### src/rtl/clock_period_monitor_if.sv
// Bundle between the clock period monitor and whatever consumes its results.
//
// Handshake: there is no ready. rise_pulse and fall_pulse are single-cycle
// valid strobes that the consumer must sample on every clk_in rising edge.
// period is meaningful only while period_valid is high. locked and timeout
// are level outputs. state_dbg mirrors the internal FSM state
// (0=IDLE, 1=FIRST, 2=TRACK, 3=LOCKED).
interface clock_period_monitor_if #(
  parameter int CNT_W = 8
);
  logic             div_clk;
  logic             rise_pulse;
  logic             fall_pulse;
  logic [CNT_W-1:0] period;
  logic [CNT_W-1:0] high_time;
  logic             period_valid;
  logic             locked;
  logic             timeout;
  logic [1:0]       state_dbg;

  // Monitor side: observes div_clk, produces measurements.
  modport master (
    input  div_clk,
    output rise_pulse, fall_pulse, period, high_time,
    output period_valid, locked, timeout, state_dbg
  );

  // Consumer side: supplies div_clk, reads measurements.
  modport slave (
    output div_clk,
    input  rise_pulse, fall_pulse, period, high_time,
    input  period_valid, locked, timeout, state_dbg
  );
endinterface

### src/rtl/clock_period_monitor.sv
// Measures the period and high time of an asynchronous divided clock in
// clk_in cycles and reports when the period has been stable long enough
// to be considered locked.
module clock_period_monitor #(
  parameter int CNT_W      = 8,
  parameter int LOCK_COUNT = 4,
  parameter int TOL        = 1
) (
  input  logic                  clk_in,
  input  logic                  reset,
  clock_period_monitor_if.master mon
);
  localparam int MC_W = $clog2(LOCK_COUNT + 1);
  localparam logic [CNT_W-1:0] CNT_MAX = '1;
  localparam logic [MC_W-1:0]  MC_LOCK = MC_W'(LOCK_COUNT);
  localparam logic [CNT_W:0]   TOL_W   = (CNT_W+1)'(TOL);

  typedef enum logic [1:0] {
    IDLE   = 2'd0,
    FIRST  = 2'd1,
    TRACK  = 2'd2,
    LOCKED = 2'd3
  } state_t;

  state_t state, state_nxt;

  logic             s1, s2, prev;
  logic             rise, fall;
  logic [CNT_W-1:0] per_cnt, hi_cnt;
  logic [CNT_W-1:0] period_r, high_time_r;
  logic [MC_W-1:0]  match_cnt, match_nxt;
  logic             period_valid_r, timeout_r;
  logic             per_sat, tmo_evt, match;
  logic [CNT_W:0]   diff;

  assign rise    = s2 & ~prev;
  assign fall    = ~s2 & prev;
  assign per_sat = (per_cnt == CNT_MAX);
  // A rising edge on the saturating cycle wins over the timeout.
  assign tmo_evt = per_sat & ~rise;

  // Absolute difference one bit wider than the counters so it never wraps.
  assign diff = (per_cnt >= period_r) ? ({1'b0, per_cnt} - {1'b0, period_r})
                                      : ({1'b0, period_r} - {1'b0, per_cnt});
  assign match = (diff <= TOL_W);
  assign match_nxt = !match                ? '0 :
                     (match_cnt >= MC_LOCK) ? MC_LOCK :
                                              match_cnt + MC_W'(1);

  // State register.
  always_ff @(posedge clk_in or posedge reset) begin
    if (reset) state <= IDLE;
    else       state <= state_nxt;
  end

  // Next-state logic: timeout forces IDLE, otherwise advance on rising edges.
  always_comb begin
    state_nxt = state;
    if (tmo_evt) begin
      state_nxt = IDLE;
    end else if (rise) begin
      case (state)
        IDLE:    state_nxt = FIRST;
        FIRST:   state_nxt = TRACK;
        TRACK:   if (match && (match_nxt == MC_LOCK)) state_nxt = LOCKED;
        LOCKED:  if (!match) state_nxt = TRACK;
        default: state_nxt = IDLE;
      endcase
    end
  end

  // Synchronizer, edge history and free-running measurement counters.
  always_ff @(posedge clk_in or posedge reset) begin
    if (reset) begin
      s1          <= 1'b0;
      s2          <= 1'b0;
      prev        <= 1'b0;
      per_cnt     <= '0;
      hi_cnt      <= '0;
      high_time_r <= '0;
    end else begin
      s1   <= mon.div_clk;
      s2   <= s1;
      prev <= s2;
      if (rise)          per_cnt <= CNT_W'(1);
      else if (!per_sat) per_cnt <= per_cnt + CNT_W'(1);
      if (rise)                          hi_cnt <= CNT_W'(1);
      else if (s2 && (hi_cnt != CNT_MAX)) hi_cnt <= hi_cnt + CNT_W'(1);
      if (fall) high_time_r <= hi_cnt;
    end
  end

  // Period latch, match counter and status flags driven by FSM events.
  always_ff @(posedge clk_in or posedge reset) begin
    if (reset) begin
      period_r       <= '0;
      period_valid_r <= 1'b0;
      match_cnt      <= '0;
      timeout_r      <= 1'b0;
    end else if (tmo_evt) begin
      timeout_r      <= 1'b1;
      period_valid_r <= 1'b0;
      match_cnt      <= '0;
    end else if (rise) begin
      case (state)
        IDLE: timeout_r <= 1'b0;
        FIRST: begin
          period_r       <= per_cnt;
          period_valid_r <= 1'b1;
          match_cnt      <= '0;
        end
        default: begin
          period_r  <= per_cnt;
          match_cnt <= match_nxt;
        end
      endcase
    end
  end

  // Output logic: locked is a decode of the registered state.
  always_comb begin
    mon.rise_pulse   = rise;
    mon.fall_pulse   = fall;
    mon.period       = period_r;
    mon.high_time    = high_time_r;
    mon.period_valid = period_valid_r;
    mon.timeout      = timeout_r;
    mon.locked       = (state == LOCKED);
    mon.state_dbg    = state;
  end
endmodule
### src/flat_wrapper.sv
// flat-port wrapper written by rule: the top's interface ports become plain ports
module clock_period_monitor_flat 
#(
  parameter int CNT_W      = 8,
  parameter int LOCK_COUNT = 4,
  parameter int TOL        = 1
)
  (clk_in, reset, mon_div_clk, mon_rise_pulse, mon_fall_pulse, mon_period, mon_high_time, mon_period_valid, mon_locked, mon_timeout, mon_state_dbg);
  clock_period_monitor_if #(.CNT_W(CNT_W)) mon_i ();
  input  logic clk_in;
  input  logic reset;
  input wire logic [$bits(mon_i.div_clk)-1:0] mon_div_clk;
  output wire logic [$bits(mon_i.rise_pulse)-1:0] mon_rise_pulse;
  output wire logic [$bits(mon_i.fall_pulse)-1:0] mon_fall_pulse;
  output wire logic [$bits(mon_i.period)-1:0] mon_period;
  output wire logic [$bits(mon_i.high_time)-1:0] mon_high_time;
  output wire logic [$bits(mon_i.period_valid)-1:0] mon_period_valid;
  output wire logic [$bits(mon_i.locked)-1:0] mon_locked;
  output wire logic [$bits(mon_i.timeout)-1:0] mon_timeout;
  output wire logic [$bits(mon_i.state_dbg)-1:0] mon_state_dbg;
  assign mon_i.div_clk = mon_div_clk;
  assign mon_rise_pulse = mon_i.rise_pulse;
  assign mon_fall_pulse = mon_i.fall_pulse;
  assign mon_period = mon_i.period;
  assign mon_high_time = mon_i.high_time;
  assign mon_period_valid = mon_i.period_valid;
  assign mon_locked = mon_i.locked;
  assign mon_timeout = mon_i.timeout;
  assign mon_state_dbg = mon_i.state_dbg;
  clock_period_monitor #(.CNT_W(CNT_W), .LOCK_COUNT(LOCK_COUNT), .TOL(TOL)) u_core (.clk_in(clk_in), .reset(reset), .mon(mon_i));
endmodule
### config.mk
export PLATFORM = sky130hd
export DESIGN_NAME = clock_period_monitor_flat
export DESIGN_NICKNAME = d
export VERILOG_FILES = /design/src/rtl/clock_period_monitor_if.sv /design/src/rtl/clock_period_monitor.sv /design/src/flat_wrapper.sv
export SDC_FILE = /design/constraint.sdc
export NUM_CORES = 1
export LEC_CHECK = 0
export CORE_ASPECT_RATIO = 2
export CORE_MARGIN = 4
export CORE_UTILIZATION = 54
export CTS_BUF_LIST = sky130_fd_sc_hd__clkbuf_2
export DETAILED_ROUTE_END_ITERATION = 12
export PLACE_DENSITY = 0.87
export SLEW_MARGIN = 20
export SYNTH_ARGS = -nofsm -noshare
export SYNTH_HDL_FRONTEND = slang
export SYNTH_SLANG_ARGS = --single-unit
### constraint.sdc
create_clock -name clk_in -period 2.41 [get_ports clk_in]
set_input_delay 0.482 -clock clk_in [delete_from_list [all_inputs] [get_ports clk_in]]
set_output_delay 0.482 -clock clk_in [all_outputs]
set_load 0.01 [all_outputs]
After elaboration in Yosys (flattened, before gate mapping)
Cells that the tools add are included.

Eq/ne operators: 10. Add/sub/neg operators: 5. Order comparisons: 3. Reduce and logical (&&, ||, !) cells: 12. Bitwise operators: 8. Muxes and demuxes: 21.

Operators by type and width (number): two-way mux 8 bit (4); subtractor 8 x 8 -> 9 bit (2); adder 8 x 1 -> 8 bit (second input constant) (2); two-way mux 3 bit (4); <= comparator 9 x 1 -> 1 bit (second input constant) (1); two-way mux 9 bit (1); equality test 8 bit (second input constant) (1); >= comparator 8 bit (1); two-way mux 2 bit (4); inequality test 8 bit (second input constant) (1); one-hot mux 2 bit (4 select lines) (1); nonzero test 2 bit (4); two-way mux 1 bit (6); one-hot mux 3 bit (2 select lines) (1); AND reduction 2 bit (3); AND reduction 3 bit (2); inverter 1 bit (5); equality test 2 bit (second input constant) (2); inequality test 2 x 1 -> 1 bit (second input constant) (2); adder 3 x 1 -> 3 bit (second input constant) (1); bitwise AND 1 bit (3); equality test 3 bit (second input constant) (1); >= comparator 3 bit (second input constant) (1); inequality test 3 x 1 -> 1 bit (second input constant) (1); 4 further kinds (5).

Word-level logic and storage cells: 70. Register bits: 42. Output and inout port bits: 23. Input bits: 3.

Longest topological paths before layout
Depth in word-level cells: 10. Mapped depth: 10. Gate-level depth less buffers: 10.

Worst setup path before layout
OpenSTA, ideal clock, no wires.

Path kind: register to register. Start: register u_core.per_cnt[0]. End: register u_core.match_cnt[1]. Stages on the path, launching flop included: 11. Setup slack: 0.003 ns. Arrival time: 2.311 ns. Buffers on the path: 0. Cells stage by stage: dfrtp_1 -> inv_1 -> ha_1 -> inv_1 -> fa_1 -> a211oi_1 -> nor2_1 -> mux2_2 -> a211oi_4 -> a32oi_2 -> o32ai_2.

Word-level cells in the longest chain between the ends: 7. Elaborated cells between the ends (all ways): 14.

RTL lines: start, declared (RTL line clock_period_monitor.sv:29) `logic [CNT_W-1:0] per_cnt, hi_cnt;`; start signal, assigned (RTL line clock_period_monitor.sv:86) `else if (!per_sat) per_cnt <= per_cnt + CNT_W'(1);`; subtractor 8 x 8 -> 9 bit, or another cell as far along (RTL line clock_period_monitor.sv:44) `: ({1'b0, period_r} - {1'b0, per_cnt});`; two-way mux 9 bit (RTL line clock_period_monitor.sv:43) `assign diff = (per_cnt >= period_r) ? ({1'b0, per_cnt} - {1'b0, period_r})`; <= comparator 9 x 1 -> 1 bit (RTL line clock_period_monitor.sv:45) `assign match = (diff <= TOL_W);`; two-way mux 3 bit (RTL line clock_period_monitor.sv:46) `assign match_nxt = !match ? '0 :`; one-hot mux 3 bit (2 select lines) (RTL line clock_period_monitor.sv:105) `case (state)`; two-way mux 3 bit (RTL line clock_period_monitor.sv:104) `end else if (rise) begin`; two-way mux 3 bit (RTL line clock_period_monitor.sv:100) `end else if (tmo_evt) begin`; end signal, assigned (RTL line clock_period_monitor.sv:114) `match_cnt <= match_nxt;`; end, declared (RTL line clock_period_monitor.sv:31) `logic [MC_W-1:0] match_cnt, match_nxt;`.

Several ways; a longest one is shown, not always the timed one. The select of a mux whose other input is x is not followed. A chain may end at the register's enable or synchronous reset.

Worst setup path in the final report
Same ends and word-level chain as after synthesis.

==> metrics.csv <==
stage,metric,value,unit
outcome,outcome,"complete, but fails checks",
outcome,violations,setup timing,
global_route,grt_use_total,23.99,%
sta,fmaxAchievable,392.7,MHz
clock_network,clk_latency,430,ps
worst_hold_path,hold_class,register to register,
die,dieArea,0.006474,mm^2
sta,hold_ws,382.2,ps
finish,stdcell_area,0.003488,mm^2
die,die_w,58.93,um
global_route,grt_pass1_vias,2574,
place,dpl-instance-area,0.003228,mm^2
sta,slew_headroom,64.63,%
die,ios,26,
detailed_routing,drt-vias-per-instance,6.117,
sta,drv_slew,0,
setup_path,startpoint_type,register,
flow_run,drv_cap,0,
sta,setup_ws,-136.2,ps
synthesis,avgSynthCellArea,9.307,um^2
synthesis,ys_warn_count,0,
sta,rsz0062_at_grt,true,
setup_path,path_delay_family,compound AO/OA/AOI/OAI gates,
synthesis,synth_edf_count,0,
clock_network,h-tree-depth,2,
detailed_routing,route.detailed.wl_per_inst,18.49,um
sta,hold_viol,0,
synthesis,syn_area,0.002801,mm^2
detailed_routing,drt_first_pass_iters,5,
global_route,grt_max_degree,43,
global_route,grt_pass1_wl,11.85,mm
setup_path,crit_path_cell_trace,ha_4 > inv_2 > fa_2 > a211oi_4 > nor2_4 > o2bb2ai_4 > nor4_4 > a32oi_2 > o32ai_2,
power_and_ir_drop,p_leak,1.547,nW
synthesis,syn_inst,301,
sta,worstMarginPinSlew,530.6,ps
die,core,0.004955,mm^2
sta,setup_violations,4,
clock_network,numCtsBuffers,5,
finish,syn_to_final_growth,24.52,%
detailed_routing,first_iter_violations,130,
clock_network,cts-root-buf,clkbuf_2,
place,finalWeightedCongestion,0.9087,
synthesis,ys.flop_type,dfrtp_1,
setup_path,slowest_stage,dfrtp_1,
global_route,antenna_found_initial,1,
power_and_ir_drop,peakVddDrop,0.9703,mV
clock_network,cts.sinks,42,
setup_path,cpPeakStageDelay,490,ps
sta,fin_worst_skew,30.46,ps
synthesis,yosysSeqAreaShare,37.52,%
finish,n_fill_cell,365,
detailed_routing,vias,2508,
clock_network,clockBufferDepth,2,
finish,fin_cells,410,
die,initial_core_util,56.54,%
setup_path,critPathMaxFanout,3,
setup_path,crit_buf_inv,1,
sta,fin_crit_sh,105.6,%
setup_path,required,2760,ps
global_route,grt_overflow,0,
place,dp_hpwl,5.279,mm
synthesis,synth_cell_type_count,58,
power_and_ir_drop,powerDensity,1075,mW/mm^2
setup_path,crit_type,register to register,
die,die_h,109.9,um
clock_network,cts_tree,done,
finish,nets,376,
detailed_routing,ant_nets,0,
place,dpl.cell_count,395,
clock_network,cts.clk_slew.worst_paths,200,ps
setup_path,cp.arrival,2900,ps
sta,fin_setup_tns,-409.5,ps
die,rows,36,
finish,drive_gt1_share,24.72,%
synthesis,synth_seq_cells,42,
place,portBuffers,25,
setup_path,cp-end-kind,register,
sta,min_period,2546,ps
detailed_routing,post-route-drc-count,0,
detailed_routing,wirelength,7.580,mm
synthesis,synth_nets,326,
synthesis,ys_async_sr_fraction,100.0,%
==> layout by cell type, fill, tap and decap left out, types with 7 or more instances in the layout <==
| cell type | count |
|---|---|
| inv_1 | 25 |
| xnor2_1 | 7 |
| dfrtp_1 | 41 |
| o21ai_0 | 16 |
| nand2_1 | 26 |
| ha_1 | 12 |
| mux2_2 | 10 |
| nor2_1 | 24 |
| buf_4 | 28 |
| clkdlybuf4s50_1 | 25 |
| a21oi_1 | 16 |
| nand3_1 | 10 |
==> path summary, 6_finish.rpt <==
path | from | endpoint | slack, ps | depth (start not counted)
max | u_core.per_cnt[0] | u_core.match_cnt[1] | -140 | 9
max in group asynchronous | reset | u_core.mon.period[1] | 1540 | 3
min | u_core.s1 | u_core.s2 | 380 | 0
min reg2reg | u_core.s1 | u_core.s2 | 380 | 0
max reg2reg | u_core.per_cnt[0] | u_core.match_cnt[1] | -140 | 9
min in group asynchronous | reset | u_core.mon.period[7] | 440 | 3
==> report_power, final <==
part	switching, W	internal (W)	leakage [nW]
Clock	0.000224	0.0000712	0.0304
Sequential	0.000134	0.000822	0.554
Combinational	0.00135	0.00114	0.962
==> cell families after synthesis <==
group                      share of synthesized area [%]
and+or+nand+nor                                    17.51
AOI/OAI and AO/OA                                  19.56
DFF                                                37.52
buffers and inverters                              6.297
adders and majority gates                          10.36
xor gates and xnor gates                           4.377
muxes                                              4.377
==> stage by stage <==
stage	setup WS [ps]	power [W]	util [%]
floorplan	3.068	0.002352	-
global placement	19.76	0.002840	65.15
detailed placement	-131.4	0.002906	65.15
CTS	0.9703	0.003369	68.16
global route	-161.8	0.003956	70.40
finish	-136.2	0.003748	70.40
==> layer usage <==
metal	track usage (%)	wire, um	up-vias
met5	0	0	-
met4	15.24	317	0
met1	24.24	2621	1229
met2	44.46	4335	98
met3	2.703	307	26
li1	-	-	1155
==> synth_stat cells (all sizes together), types with 5 or more instances <==
| master | instances | share of area [%] |
|---|---|---|
| nand3 | 12 | 2.5 |
| nor3 | 6 | 1.1 |
| ha | 20 | 8.9 |
| xor2 | 6 | 1.9 |
| a211oi | 7 | 2.3 |
| xnor2 | 8 | 2.5 |
| nand2 | 26 | 3.5 |
| buf | 7 | 1.9 |
| inv | 29 | 3.9 |
| nor2 | 25 | 3.3 |
| dfrtp | 42 | 38 |
| a31oi | 5 | 1.1 |
| a21o | 5 | 1.4 |
| o21ai | 21 | 4.2 |
| and3 | 5 | 1.1 |
| a21oi | 16 | 2.9 |
| mux2 | 10 | 4.0 |
==> cell type report <==
class / count / area [um^2] / area share [%]
clock buffer: 6 / 30.03 / 0.8608
timing repair buffer: 54 / 471.7 / 13.52
tap: 57 / 71.32 / 2.044
multi-input combinational: 219 / 1743 / 49.96
antenna: 1 / 2.502 / 0.07174
sequential: 42 / 1052 / 30.16
clock inverter: 2 / 8.758 / 0.2511
inverter: 29 / 108.9 / 3.121
==> flip-flops by register name, indices dropped and copies added, names as in the netlist, 2 cells and up <==
name                  cells
u_core.mon.high_time      8
u_core.match_cnt          3
u_core.per_cnt            8
u_core.hi_cnt             8
u_core.mon.state_dbg      2
u_core.mon.period         8
==> timing repair <==
item                                    4_1_cts  5_1_grt
gates resized for setup                      22       14
buffers inserted                              2        4
hold buffers                                  0        0
endpoints found under the setup margin        4        3
gates cloned                                  0        0
pin swaps                                    12       12
No activity file was read; power rests on OpenSTA's default activity.
